===== src/rtl/uart_bus_master_pkg.sv =====
// ============================================================================
// Module   : uart_bus_master_pkg
// Brief    : Frame constants, command/status codes and FSM states shared by
//            the UART bus master. Honors macro UART_BUS_MASTER_CSUM_EN.
// Revision : 1.0 - initial release
// ============================================================================
`default_nettype none

package uart_bus_master_pkg;

    localparam logic [7:0] c_sof          = 8'hA5;
    localparam logic [7:0] c_resp_hdr     = 8'h5A;

    localparam logic [7:0] c_cmd_read     = 8'h01;
    localparam logic [7:0] c_cmd_write    = 8'h02;

    localparam logic [7:0] c_status_ok    = 8'h00;
    localparam logic [7:0] c_status_csum  = 8'h01;
    localparam logic [7:0] c_status_cmd   = 8'h02;
    localparam logic [7:0] c_status_bus   = 8'h03;

`ifdef UART_BUS_MASTER_CSUM_EN
    localparam logic [2:0] c_resp_len_short = 3'd3;
    localparam logic [2:0] c_resp_len_read  = 3'd7;
`else
    localparam logic [2:0] c_resp_len_short = 3'd2;
    localparam logic [2:0] c_resp_len_read  = 3'd6;
`endif

    typedef enum logic [3:0] {
        S_IDLE     = 4'd0,
        S_CMD      = 4'd1,
        S_ADDR     = 4'd2,
        S_DATA     = 4'd3,
        S_CSUM     = 4'd4,
        S_BUS_REQ  = 4'd5,
        S_BUS_WAIT = 4'd6,
        S_RESP     = 4'd7
    } state_t;

    function automatic logic [7:0] xor_bytes(input logic [31:0] w);
        return w[7:0] ^ w[15:8] ^ w[23:16] ^ w[31:24];
    endfunction

endpackage

`default_nettype wire


===== src/rtl/uart_bus_master_ser.sv =====
// ============================================================================
// Module   : uart_bus_master_ser
// Brief    : Response frame serializer (header, status, optional read data,
//            optional checksum under UART_BUS_MASTER_CSUM_EN).
// Revision : 1.0 - initial release
// ============================================================================
`default_nettype none

module uart_bus_master_ser
    import uart_bus_master_pkg::*;
(
    input  logic        clk_i,
    input  logic        rst_i,
    input  logic        load_i,
    input  logic [7:0]  status_i,
    input  logic [31:0] data_i,
    input  logic        data_en_i,
    output logic        tx_valid_o,
    output logic [7:0]  tx_data_o,
    input  logic        tx_ready_i,
    output logic        done_o
);

    logic        r_valid;
    logic [2:0]  r_idx;
    logic [2:0]  r_last;
    logic [7:0]  r_status;
    logic [31:0] r_data;
    logic        w_hs;
    logic [7:0]  w_byte;
`ifdef UART_BUS_MASTER_CSUM_EN
    logic [7:0]  r_csum;
`endif

    assign w_hs       = r_valid & tx_ready_i;
    assign done_o     = w_hs && (r_idx == r_last);
    assign tx_valid_o = r_valid;
    assign tx_data_o  = r_valid ? w_byte : 8'h00;

    // Data bytes are consumed from the low lane; the word shifts after each one.
    always_comb begin
        w_byte = r_data[7:0];
        if (r_idx == 3'd0) begin
            w_byte = c_resp_hdr;
        end else if (r_idx == 3'd1) begin
            w_byte = r_status;
`ifdef UART_BUS_MASTER_CSUM_EN
        end else if (r_idx == r_last) begin
            w_byte = r_csum;
`endif
        end
    end

    always_ff @(posedge clk_i) begin
        if (rst_i) begin
            r_valid  <= 1'b0;
            r_idx    <= 3'd0;
            r_last   <= 3'd0;
            r_status <= 8'h00;
            r_data   <= 32'h0;
`ifdef UART_BUS_MASTER_CSUM_EN
            r_csum   <= 8'h00;
`endif
        end else if (load_i) begin
            r_valid  <= 1'b1;
            r_idx    <= 3'd0;
            r_status <= status_i;
            r_data   <= data_i;
            r_last   <= data_en_i ? (c_resp_len_read - 3'd1) : (c_resp_len_short - 3'd1);
`ifdef UART_BUS_MASTER_CSUM_EN
            r_csum   <= status_i ^ (data_en_i ? xor_bytes(data_i) : 8'h00);
`endif
        end else if (w_hs) begin
            if (r_idx == r_last) begin
                r_valid <= 1'b0;
                r_idx   <= 3'd0;
            end else begin
                r_idx <= r_idx + 3'd1;
                if (r_idx >= 3'd2) begin
                    r_data <= r_data >> 8;
                end
            end
        end
    end

endmodule

`default_nettype wire


===== src/rtl/uart_bus_master.sv =====
// ============================================================================
// Module   : uart_bus_master
// Brief    : UART byte-stream to 32-bit register bus bridge. Optional frame
//            checksum enabled by macro UART_BUS_MASTER_CSUM_EN.
// Revision : 1.0 - initial release
// ============================================================================
`default_nettype none

module uart_bus_master
    import uart_bus_master_pkg::*;
#(
    parameter int TIMEOUT_CYCLES = 100000
) (
    input  logic        clk_i,
    input  logic        rst_i,
    input  logic        rx_valid_i,
    input  logic [7:0]  rx_data_i,
    output logic        tx_valid_o,
    output logic [7:0]  tx_data_o,
    input  logic        tx_ready_i,
    output logic        req_o,
    output logic        we_o,
    output logic [31:0] addr_o,
    output logic [31:0] wdata_o,
    output logic [3:0]  be_o,
    input  logic        gnt_i,
    input  logic        rvalid_i,
    input  logic [31:0] rdata_i,
    input  logic        err_i,
    output logic        busy_o,
    output logic        overrun_o
);

    localparam int                   c_timer_w    = $clog2(TIMEOUT_CYCLES + 1);
    localparam logic [c_timer_w-1:0] c_timer_last = c_timer_w'(TIMEOUT_CYCLES - 1);
`ifdef UART_BUS_MASTER_CSUM_EN
    localparam state_t               c_after_payload = S_CSUM;
`else
    localparam state_t               c_after_payload = S_BUS_REQ;
`endif

    state_t               r_state, w_state_next;
    logic [1:0]           r_cnt;
    logic [c_timer_w-1:0] r_timer;
    logic                 r_we;
    logic [31:0]          r_addr;
    logic [31:0]          r_wdata;
    logic                 r_overrun;
    logic                 w_in_frame;
    logic                 w_timeout;
    logic                 w_bus_done;
    logic                 w_ser_load;
    logic [7:0]           w_ser_status;
    logic                 w_ser_data_en;
    logic                 w_ser_done;
`ifdef UART_BUS_MASTER_CSUM_EN
    logic [7:0]           r_csum;
`endif

    assign req_o     = (r_state == S_BUS_REQ);
    assign we_o      = r_we;
    assign addr_o    = r_addr;
    assign wdata_o   = r_wdata;
    assign be_o      = 4'hF;
    assign busy_o    = (r_state != S_IDLE);
    assign overrun_o = r_overrun;

    always_comb begin
        w_state_next  = r_state;
        w_ser_load    = 1'b0;
        w_ser_status  = c_status_ok;
        w_ser_data_en = 1'b0;
        w_in_frame    = (r_state == S_CMD) || (r_state == S_ADDR) ||
                        (r_state == S_DATA) || (r_state == S_CSUM);
        w_timeout     = w_in_frame && !rx_valid_i && (r_timer >= c_timer_last);
        w_bus_done    = ((r_state == S_BUS_REQ) && gnt_i && rvalid_i) ||
                        ((r_state == S_BUS_WAIT) && rvalid_i);
        case (r_state)
            S_IDLE: begin
                if (rx_valid_i && (rx_data_i == c_sof)) w_state_next = S_CMD;
            end
            S_CMD: begin
                if (rx_valid_i) begin
                    if ((rx_data_i == c_cmd_read) || (rx_data_i == c_cmd_write)) begin
                        w_state_next = S_ADDR;
                    end else begin
                        w_state_next = S_RESP;
                        w_ser_load   = 1'b1;
                        w_ser_status = c_status_cmd;
                    end
                end
            end
            S_ADDR: begin
                if (rx_valid_i && (r_cnt == 2'd3)) w_state_next = r_we ? S_DATA : c_after_payload;
            end
            S_DATA: begin
                if (rx_valid_i && (r_cnt == 2'd3)) w_state_next = c_after_payload;
            end
`ifdef UART_BUS_MASTER_CSUM_EN
            S_CSUM: begin
                if (rx_valid_i) begin
                    if (rx_data_i == r_csum) begin
                        w_state_next = S_BUS_REQ;
                    end else begin
                        w_state_next = S_RESP;
                        w_ser_load   = 1'b1;
                        w_ser_status = c_status_csum;
                    end
                end
            end
`endif
            S_BUS_REQ: begin
                if (gnt_i) w_state_next = S_BUS_WAIT;
            end
            S_BUS_WAIT: ;
            S_RESP: begin
                if (w_ser_done) w_state_next = S_IDLE;
            end
            default: w_state_next = S_IDLE;
        endcase
        if (w_bus_done) begin
            w_state_next  = S_RESP;
            w_ser_load    = 1'b1;
            w_ser_status  = err_i ? c_status_bus : c_status_ok;
            w_ser_data_en = !err_i && !r_we;
        end
        if (w_timeout) w_state_next = S_IDLE;
    end

    always_ff @(posedge clk_i) begin
        if (rst_i) begin
            r_state   <= S_IDLE;
            r_cnt     <= 2'd0;
            r_timer   <= '0;
            r_we      <= 1'b0;
            r_addr    <= 32'h0;
            r_wdata   <= 32'h0;
            r_overrun <= 1'b0;
        end else begin
            r_state   <= w_state_next;
            r_overrun <= rx_valid_i && ((r_state == S_BUS_REQ) ||
                         (r_state == S_BUS_WAIT) || (r_state == S_RESP));
            if (w_in_frame && !rx_valid_i && !w_timeout) begin
                r_timer <= r_timer + c_timer_w'(1);
            end else begin
                r_timer <= '0;
            end
            if (rx_valid_i) begin
                case (r_state)
                    S_IDLE: r_cnt <= 2'd0;
                    S_CMD:  r_we  <= (rx_data_i == c_cmd_write);
                    S_ADDR: begin
                        r_addr[{r_cnt, 3'b000} +: 8] <= rx_data_i;
                        // Word address: the two lowest bits never reach the bus.
                        if (r_cnt == 2'd0) r_addr[1:0] <= 2'b00;
                        r_cnt <= r_cnt + 2'd1;
                    end
                    S_DATA: begin
                        r_wdata[{r_cnt, 3'b000} +: 8] <= rx_data_i;
                        r_cnt <= r_cnt + 2'd1;
                    end
                    default: ;
                endcase
            end
        end
    end

`ifdef UART_BUS_MASTER_CSUM_EN
    always_ff @(posedge clk_i) begin
        if (rst_i) begin
            r_csum <= 8'h00;
        end else if (rx_valid_i) begin
            if (r_state == S_IDLE) r_csum <= 8'h00;
            else if (w_in_frame)   r_csum <= r_csum ^ rx_data_i;
        end
    end
`endif

    uart_bus_master_ser u_ser (
        .clk_i      (clk_i),
        .rst_i      (rst_i),
        .load_i     (w_ser_load),
        .status_i   (w_ser_status),
        .data_i     (rdata_i),
        .data_en_i  (w_ser_data_en),
        .tx_valid_o (tx_valid_o),
        .tx_data_o  (tx_data_o),
        .tx_ready_i (tx_ready_i),
        .done_o     (w_ser_done)
    );

endmodule

`default_nettype wire


===== config.mk =====
export PLATFORM = sky130hd
export DESIGN_NAME = uart_bus_master
export DESIGN_NICKNAME = d
export VERILOG_FILES = /design/src/rtl/uart_bus_master_pkg.sv /design/src/rtl/uart_bus_master_ser.sv /design/src/rtl/uart_bus_master.sv
export SDC_FILE = /design/constraint.sdc
export NUM_CORES = 1
export LEC_CHECK = 0
export BUFFER_PORTS_ARGS = -buffer_cell sky130_fd_sc_hd__buf_2
export CAP_MARGIN = 20
export CORE_ASPECT_RATIO = 1.4
export CORE_UTILIZATION = 40
export CTS_CLUSTER_SIZE = 40
export DETAILED_ROUTE_END_ITERATION = 10
export HOLD_SLACK_MARGIN = 0.02
export SETUP_SLACK_MARGIN = 0.15
export SLEW_MARGIN = 30
export SYNTH_ARGS = -nofsm -noshare
export SYNTH_HDL_FRONTEND = slang
export SYNTH_HIERARCHICAL = 1
export SYNTH_SLANG_ARGS = --single-unit

===== constraint.sdc =====
create_clock -name clk_i -period 2.6 [get_ports clk_i]
set_input_delay 0.52 -clock clk_i [delete_from_list [all_inputs] [get_ports clk_i]]
set_output_delay 0.52 -clock clk_i [all_outputs]
set_load 0.005 [all_outputs]

==> results of run 1 <==
## flip-flops by register name (all words and copies together) (netlist names)
name and flops:
addr_o 32, u_ser/r_data 32, wdata_o 32, r_timer 17, u_ser/r_status 8, r_state 3, u_ser/r_idx 3, r_cnt 2
u_ser/r_last 2, overrun_o 1, u_ser/tx_valid_o 1, we_o 1
## metal layers
layer  track usage (%)  vias up
met5                 0        -
met4             8.699        0
met2             36.77      174
met1             23.40     2660
li1                  -     2772
met3             4.543       22
## path summary, 6_finish.rpt
kind / from / to
worst min-delay path: rdata_i[23] / u_ser/r_data[23]
worst max register to register: u_ser/r_idx[2] / r_state[0]
worst max-delay path: u_ser/r_idx[0] / tx_data_o[3]
worst min register to register: wdata_o[1] / wdata_o[1]
## cell families (layout without fill, tap and decap cells)
logic type,Yosys count,count (layout)
buffers and inverters,93,210
xor gates and xnor gates,16,16
other,2,10
muxes,9,9
and+or+nand+nor,301,301
adders and majority gates,9,9
AOI/OAI and AO/OA,164,164
DFF,134,134
## worst max-delay path, cell delays in order, from the launching register on
cell     delay, ps
dfxtp_4        380
inv_1          100
ha_4           180
or3b_4         390
o221a_2        260
buf_2          120
## power by group
part           switching (mW)  leakage [nW]  internal, mW
sequential              0.207          1.09          2.28
combinational           0.784          1.61         0.543
clock                   0.905         0.296          1.63
total                    1.90          2.99          4.45
## area by class of cell
| cell class | instances | area [sq um] |
|---|---|---|
| clock buffers | 20 | 446.7 |
| clock inverters | 12 | 175.2 |
| fillers | 1424 | 7452 |
| inverters | 30 | 112.6 |
| multi-input cells | 509 | 3110 |
| flip-flops and latches | 134 | 2690 |
| well taps | 192 | 240.2 |
| repair buffers | 148 | 825.8 |
## stage by stage
step                      std cells  setup WS (ps)  total power [mW]  area [sq um]  hold WS [ps]
final                          1045          227.1             6.344          7601         356.8
after global routing           1045          149.7             6.659          7601         351.9
after CTS                      1043          164.7             6.400          7571         335.9
after detailed placement       1011          197.1             3.855          6939         445.2
after global placement         1010          221.6             3.813          6924         441.5
after floorplan                 736          463.9             3.463          6186         443.9
## layout by cell type (no fill, tap or decap), types with 4 or more instances in the layout
| master | n |
|---|---|
| nand4_1 | 12 |
| xor2_1 | 9 |
| o221a_2 | 4 |
| xnor2_1 | 5 |
| buf_2 | 122 |
| a211oi_1 | 6 |
| and2_1 | 12 |
| ha_1 | 7 |
| bufinv_16 | 4 |
| or3_1 | 5 |
| a221oi_2 | 24 |
| nor3b_1 | 6 |
| inv_1 | 28 |
| nand2b_1 | 5 |
| nand3_1 | 73 |
| conb_1 | 10 |
| dfxtp_1 | 132 |
| nor2_1 | 23 |
| a21oi_1 | 102 |
| mux2i_1 | 9 |
| buf_4 | 24 |
| nor3_1 | 20 |
| and4_1 | 4 |
| nand2_1 | 114 |
| nor2b_1 | 8 |
| clkbuf_16 | 17 |
| o21ai_0 | 10 |
## timing repair
action | 4_1_cts | 5_1_grt
gates cloned | 0 | 0
pin swaps | 0 | 1
endpoints found under the setup margin | 7 | 7
buffers inserted | 0 | 2
gates resized for setup | 5 | 4
==> flow_metrics.env, run 1 <==
export IMPL_synth_area_leaders="dfxtp_1 44%, a21oi_1 8.3%, nand2_1 7.0%"
export IMPL_synthAdderAreaFrac_pct=1.829
export IMPL_tightest_slew_ps=685.3
export IMPL_grt_setup_unrepaired="no"
export IMPL_drc=0
export IMPL_synth_common_cells="134 x dfxtp_1, 114 x nand2_1, 102 x a21oi_1, 73 x nand3_1, 47 x clkbuf_1"
export IMPL_avgSynthCellArea_sq_um=8.456
export IMPL_numCtsBuffers=17
export IMPL_yosysWarnings=6
export IMPL_clk_latency_ps=420
export IMPL_viasPerCell=5.386
export IMPL_synth_xor_area_share_pct=2.703
export IMPL_clock_root_buffer="clkbuf_16"
export IMPL_hold_class="primary input to flip-flop"
export IMPL_period_minus_slack_ps=2373
export IMPL_final_hold_viol_count=0
export IMPL_grt_pass1_vias=5207
export IMPL_peakVddDrop_mv=0.3642
export IMPL_async_flop_share_pct=0
export IMPL_cp_end_kind="primary output"
export IMPL_drt_pass1_iter_count=4
export IMPL_powerDensity_nw_per_um2=834.6
export IMPL_tns_ps=0
export IMPL_die_w_um=106.8
export IMPL_die_h_um=148.8
export IMPL_fin_crit_sh_pct=91.27
export IMPL_wl_met1_mm=6.579
export IMPL_slew_viol_final=0
export IMPL_fin_nets=896
export IMPL_antenna_found_initial=0
export IMPL_ant_nets=0
export IMPL_rrSetupSlack_ps=360
export IMPL_wl_per_cell_um=15.61
export IMPL_ys_seq_area_share_pct=43.58
export IMPL_finish_utilization_pct=50.49
export IMPL_highest_layer="met4"
export IMPL_cts_sinks=134
export IMPL_routed_wl_mm=16.31
export IMPL_slew_headroom_pct=54.20
export IMPL_drive_gt1_share_pct=25.91
export IMPL_cts_htree_levels=4
export IMPL_yosysUniqueCellTypes=54
export IMPL_gp_congestion=0.8333
export IMPL_antenna_cells=0
export IMPL_required_ps=2080
export IMPL_netlist_instances=728
export IMPL_syn_to_final_growth_pct=23.48
export IMPL_initial_utilization_pct=40.89
export IMPL_synth_area_sq_um=6156
export IMPL_cp_max_fo=5
export IMPL_gr_total_overflow=0
export IMPL_num_vias=5628
export IMPL_rows=53
export IMPL_synth_top_cell_area_share_pct=43.58
export IMPL_synth_compound_area_share_pct=19.33
export IMPL_die_area_sq_um=15900
export IMPL_synth_most_common_cell="dfxtp_1"
export IMPL_ys_seq_elements=134
export IMPL_dpl_hpwl_mm=11.61
export IMPL_cts_buffer_depth=2
export IMPL_cts_tree="yes"
export IMPL_grt_max_degree=93
export IMPL_rr_worst_depth=7
export IMPL_crit_arrival_ps=1850
export IMPL_hold_depth=3
export IMPL_yosys_area_top_type="dfxtp_1"
export IMPL_core_sq_um=15050
export IMPL_clk_pin_slew_ps=60
export IMPL_synth_top_family_by_area="simple AND/OR/NAND/NOR gates"
export IMPL_crit_type="flip-flop to primary output"
export IMPL_wl_met2_mm=8.685
export IMPL_fmax_ghz=0.4214
export IMPL_grt_pass1_wl_mm=25.61
export IMPL_port_buffers=123
export IMPL_synth_edf_count=0
export IMPL_setup_viol=0
export IMPL_ys_flop_type="dfxtp_1"
export IMPL_track_usage_pct=20.59
export IMPL_dr_wl_met3_um=671
export IMPL_status="complete, no violations"
export IMPL_maxCapViolCount=0
export IMPL_ios=128
export IMPL_drtIter0Drc=319
export IMPL_yosys_area_share_simple_pct=24.17
export IMPL_skew_ps=8.558
export IMPL_cts_hold_buf=0
export IMPL_leakagePower_nw=2.989
export IMPL_startpoint_type="flip-flop"
export IMPL_synth_mux_area_share_pct=1.463
Power figures use the tool's default switching activity.
==> run 2: changes to the inputs <==
--- a/config.mk
+++ b/config.mk
@@ -8,10 +8,11 @@
 export BUFFER_PORTS_ARGS = -buffer_cell sky130_fd_sc_hd__buf_2
 export CAP_MARGIN = 20
 export CORE_ASPECT_RATIO = 1.4
-export CORE_UTILIZATION = 40
+export CORE_UTILIZATION = 43
 export CTS_CLUSTER_SIZE = 40
 export DETAILED_ROUTE_END_ITERATION = 10
 export HOLD_SLACK_MARGIN = 0.02
+export PLACE_DENSITY = 0.65
 export SETUP_SLACK_MARGIN = 0.15
 export SLEW_MARGIN = 30
 export SYNTH_ARGS = -nofsm -noshare
==> flow_metrics.env, run 2 (same netlist as run 1, synthesis figures left out) <==
export IMPL_status="complete, no violations"
export IMPL_pwr_share_comb_pct=21.4
export IMPL_stdcell_count=1029
export IMPL_crit_arrival_ps=1860
export IMPL_antenna_found_initial=0
export IMPL_slew_headroom_pct=45.66
export IMPL_crit_type="flip-flop to primary output"
export IMPL_ant_nets=0
export IMPL_r2r_start="r_state[0]"
export IMPL_clk_pin_slew_ps=60
export IMPL_clk_latency_ps=420
export IMPL_routed_wl_mm=16.34
export IMPL_cp_max_fo=8
export IMPL_die_area_sq_um=14800
export IMPL_rrSetupSlack_ps=320
export IMPL_layout_common_cells="131 x dfxtp_1, 122 x buf_2, 114 x nand2_1"
export IMPL_crit_family="flip-flops"
export IMPL_netSwitchingFraction_pct=30.32
export IMPL_startpoint_type="flip-flop"
export IMPL_ios=128
export IMPL_grt_setup_unrepaired="no"
export IMPL_crit_end="tx_data_o[1]"
export IMPL_drt_pass1_iter_count=5
export IMPL_finalPower_mw=6.279
export IMPL_cts_hold_buf=0
export IMPL_fin_nets=888
export IMPL_cts_tree="yes"
export IMPL_tightest_slew_ps=815.0
export IMPL_leakagePower_nw=2.938
export IMPL_viasPerCell=5.491
export IMPL_dpl_cell_area_sq_um=6898
export IMPL_dp_cells=998
export IMPL_wl_per_cell_um=15.88
export IMPL_grt_max_degree=71
export IMPL_hold_class="primary input to flip-flop"
export IMPL_required_ps=2080
export IMPL_cp_startpoint="u_ser/r_idx[1]"
export IMPL_post_cts_buffers=0
export IMPL_clock_root_buffer="clkbuf_16"
export IMPL_syn_to_final_growth_pct=22.74
export IMPL_skew_ps=7.503
export IMPL_peakVddDrop_mv=0.4063
export IMPL_p_int_mw=4.375
export IMPL_crit_cells=5
export IMPL_crit_chain="inv_2 > ha_4 > or3b_4 > o221a_2 > buf_2"
export IMPL_critPathSlowestCell="dfxtp_4"
export IMPL_tns_ps=0
export IMPL_clock_power_share_pct=38.9
export IMPL_r2r_end="u_ser/r_data[30]"
export IMPL_grt_pass1_vias=5328
export IMPL_drive_gt1_share_pct=25.95
export IMPL_power_switching_mw=1.903
export IMPL_gr_total_overflow=0
export IMPL_cts_sinks=134
export IMPL_cp_end_kind="primary output"
export IMPL_p_seq_share_pct=39.7
export IMPL_track_usage_pct=22.65
export IMPL_cp_num_buf_inv=2
export IMPL_rows=51
export IMPL_powerDensity_nw_per_um2=830.9
export IMPL_period_minus_slack_ps=2376
export IMPL_antenna_cells=0
export IMPL_mostFrequentLayoutCell="dfxtp_1"
export IMPL_port_buffers=123
export IMPL_core_sq_um=13970
export IMPL_numCtsBuffers=17
export IMPL_critPathMaxStageDelay_ps=400
export IMPL_maxCapViolCount=0
export IMPL_rr_worst_depth=7
export IMPL_slew_viol_final=0
export IMPL_cts_buffer_depth=2
export IMPL_dpl_hpwl_mm=11.33
export IMPL_grt_pass1_wl_mm=25.85
export IMPL_num_vias=5650
export IMPL_hold_depth=3
export IMPL_gp_congestion=0.8286
export IMPL_drtIter0Drc=309
export IMPL_initial_utilization_pct=44.05
export IMPL_cts_htree_levels=4
export IMPL_die_w_um=103.1
export IMPL_drc=0
export IMPL_final_hold_viol_count=0
export IMPL_die_h_um=143.6
export IMPL_fmax_ghz=0.4208
export IMPL_fin_crit_sh_pct=91.40
export IMPL_setup_viol=0
export IMPL_fillers=1289
export IMPL_stdcell_area_sq_um=7556
-- run 2: cell type report --
| cell class | count | area (sq um) | area share [%] |
|---|---|---|---|
| Multi-Input combinational cell | 509 | 3136 | 41.50 |
| Sequential cell | 134 | 2691 | 35.62 |
| Timing Repair Buffer | 140 | 778.2 | 10.30 |
| Clock buffer | 19 | 452.9 | 5.994 |
| Tap cell | 185 | 231.5 | 3.063 |
| Clock inverter | 12 | 153.9 | 2.037 |
| Inverter | 30 | 112.6 | 1.490 |
-- run 2: power by group through the flow --
| stage | Combinational (mW) | Clock, mW | Sequential [mW] |
|---|---|---|---|
| after global placement | 1.29 | 0 | 2.52 |
| after detailed placement | 1.33 | 0 | 2.53 |
| after floorplan | 1.03 | 0 | 2.43 |
| after CTS | 1.34 | 2.49 | 2.48 |
| after global routing | 1.48 | 2.58 | 2.52 |
| final | 1.34 | 2.44 | 2.49 |
-- run 2: how the worst min path moves through the flow --
stage,to,slack (ps),startpoint
2_1_floorplan,u_ser/r_data[31],440,u_ser/r_data[31]
3_3_place_gp,wdata_o[18],440,wdata_o[18]
3_5_place_dp,wdata_o[24],450,wdata_o[24]
4_1_cts,u_ser/r_data[3],340,rdata_i[3]
5_1_grt,u_ser/r_data[11],360,rdata_i[11]
6_report,u_ser/r_data[3],360,rdata_i[3]
-- run 2: tightest hold or removal path: stages --
cell and delay [ps]:
buf_2 90, inv_1 50, a221oi_2 50
-- run 2: routing by layer --
layer  part of all wire, %  routed length, um  up-vias  track usage, %
met4                   1.4                231        0           7.635
met3                   6.2               1006       17           6.177
met2                    51               8406      194           40.25
li1                      -                  -     2746               -
met5                     0                  0        -               0
met1                    41               6697     2693           25.73
-- run 2: timing repair --
item	4_1_cts	5_1_grt
endpoints found under the setup margin	7	14
pin swaps	0	1
gates resized for setup	5	10
-- run 2: stage by stage --
step	setup WS (ps)	utilization [%]	hold WS (ps)
3_5_place_dp	262.1	49.36	445.7
2_1_floorplan	463.9	-	443.9
4_1_cts	153.0	53.77	340.6
6_report	223.5	54.07	356.7
3_3_place_gp	362.6	49.25	440.6
5_1_grt	161.5	54.07	356.1
==> run 3: changes to the inputs <==
--- a/config.mk
+++ b/config.mk
@@ -12,7 +12,7 @@
 export CTS_CLUSTER_SIZE = 40
 export DETAILED_ROUTE_END_ITERATION = 10
 export HOLD_SLACK_MARGIN = 0.02
-export PLACE_DENSITY = 0.65
+export PLACE_DENSITY = 0.72
 export SETUP_SLACK_MARGIN = 0.15
 export SLEW_MARGIN = 30
 export SYNTH_ARGS = -nofsm -noshare
==> flow_metrics.env, run 3 (same netlist as run 1, synthesis figures left out) <==
export IMPL_status="complete, no violations"
export IMPL_ant_nets=0
export IMPL_crit_arrival_ps=1840
export IMPL_setup_viol=0
export IMPL_wl_per_cell_um=14.91
export IMPL_fillers=1324
export IMPL_fin_crit_sh_pct=90.59
export IMPL_powerDensity_nw_per_um2=814.9
export IMPL_cts_tree="yes"
export IMPL_finish_utilization_pct=53.90
export IMPL_clock_root_buffer="clkbuf_16"
export IMPL_fmax_ghz=0.4246
export IMPL_port_buffers=123
export IMPL_mostFrequentLayoutCell="dfxtp_1"
export IMPL_crit_type="flip-flop to primary output"
export IMPL_dpl_hpwl_mm=10.57
export IMPL_cp_end_kind="primary output"
export IMPL_leakagePower_nw=2.957
export IMPL_startpoint_type="flip-flop"
export IMPL_gr_total_overflow=0
export IMPL_hold_ws_ps=365.3
export IMPL_critPathSlowestCell="or3b_4"
export IMPL_maxCapViolCount=0
export IMPL_antenna_found_initial=0
export IMPL_critPathMaxStageDelay_ps=400
export IMPL_slew_headroom_pct=49.27
export IMPL_layout_common_cells="132 x dfxtp_1, 122 x buf_2, 114 x nand2_1"
export IMPL_drt_pass1_iter_count=5
export IMPL_slew_viol_final=0
export IMPL_gp_congestion=0.8120
export IMPL_numCtsBuffers=17
export IMPL_tns_ps=0
export IMPL_tightest_slew_ps=760.8
export IMPL_grt_setup_unrepaired="no"
export IMPL_peakVddDrop_mv=0.5549
export IMPL_hold_class="primary input to flip-flop"
export IMPL_final_hold_viol_count=0
export IMPL_grt_pass1_wl_mm=24.17
export IMPL_ios=128
export IMPL_track_usage_pct=21.04
export IMPL_drc=0
export IMPL_core_sq_um=13970
export IMPL_cts_htree_levels=4
export IMPL_cts_sinks=134
export IMPL_post_cts_buffers=0
export IMPL_die_w_um=103.1
export IMPL_syn_to_final_growth_pct=22.36
export IMPL_drive_gt1_share_pct=25.94
export IMPL_antenna_cells=0
export IMPL_period_minus_slack_ps=2355
export IMPL_grt_pass1_vias=5016
export IMPL_initial_utilization_pct=44.05
export IMPL_num_vias=5494
export IMPL_rows=51
export IMPL_drtIter0Drc=256
export IMPL_routed_wl_mm=15.40
export IMPL_skew_ps=10.61
export IMPL_clk_pin_slew_ps=60
export IMPL_viasPerCell=5.318
export IMPL_crit_chain="inv_2 > ha_2 > or3b_4 > o221a_2 > buf_2"
export IMPL_grt_max_degree=116
export IMPL_die_area_sq_um=14800
export IMPL_cp_max_fo=8
export IMPL_clk_latency_ps=410
export IMPL_required_ps=2080
export IMPL_die_h_um=143.6
export IMPL_fin_nets=894
export IMPL_cts_buffer_depth=2
## run 3: cell types whose count changed in the layout (fill, tap and decap cells not counted), sizes merged
| cell | delta |
|---|---|
| buf | +6 |
| bufinv | -1 |
| clkbuf | -1 |
| clkinv | +2 |
| clkinvlp | -4 |
| inv | +2 |
## run 3: final timing paths
path	startpoint	to	slack (ps)	cells after the start
min	rdata_i[12]	u_ser/r_data[12]	370	3
max	u_ser/r_idx[1]	tx_data_o[1]	240	5
min reg2reg	wdata_o[4]	wdata_o[4]	450	2
max reg2reg	r_timer[14]	r_state[2]	380	4
## run 3: stage by stage
step / power (mW) / std cells / area [sq um] / setup slack (ps)
floorplan: 3.463 / 736 / 6186 / 463.9
global placement: 3.840 / 1003 / 6909 / 184.3
detailed placement: 3.861 / 1004 / 6924 / 162.6
CTS: 6.178 / 1033 / 7502 / 196.6
global route: 6.449 / 1033 / 7532 / 149.0
finish: 6.138 / 1033 / 7532 / 244.7
## run 3: final cells by class
type                       count  area (sq um)  area share, %
clock inverter                11         128.9          1.711
multi-input combinational    509          3119          41.41
inverter                      30         112.6          1.495
timing repair buffer         146         810.8          10.76
sequential                   134          2690          35.71
clock buffer                  18         439.2          5.831
tap                          185         231.5          3.073
## run 3: what timing repair did
| action | in CTS | in global routing |
|---|---|---|
| pin swaps | 0 | 1 |
| hold endpoints to repair | 0 | 0 |
| hold buffers | 0 | 0 |
| gates resized for setup | 5 | 7 |
| setup endpoints to repair | 7 | 7 |
## run 3: power breakdown
| part | internal, mW | switching [mW] | leakage [nW] |
|---|---|---|---|
| clock | 1.43 | 0.893 | 0.274 |
| combinational | 0.561 | 0.798 | 1.60 |
| sequential | 2.28 | 0.182 | 1.09 |
| total | 4.26 | 1.87 | 2.96 |
## run 3: worst max-delay path: cells and delay by family (launching register included)
| family | cells | cell delay, ps |
|---|---|---|
| compound gates | 1 | 250 |
| flops | 1 | 380 |
| simple gates | 1 | 400 |
| buf+inv | 2 | 210 |
| fa+ha+maj | 1 | 190 |
## run 3: routing by layer
| layer | part of all wire, % | global-route usage, % |
|---|---|---|
| met1 | 41 | 24.92 |
| met2 | 50 | 35.58 |
| met3 | 6.5 | 6.031 |
| met4 | 2.1 | 8.006 |
| met5 | 0 | 0 |
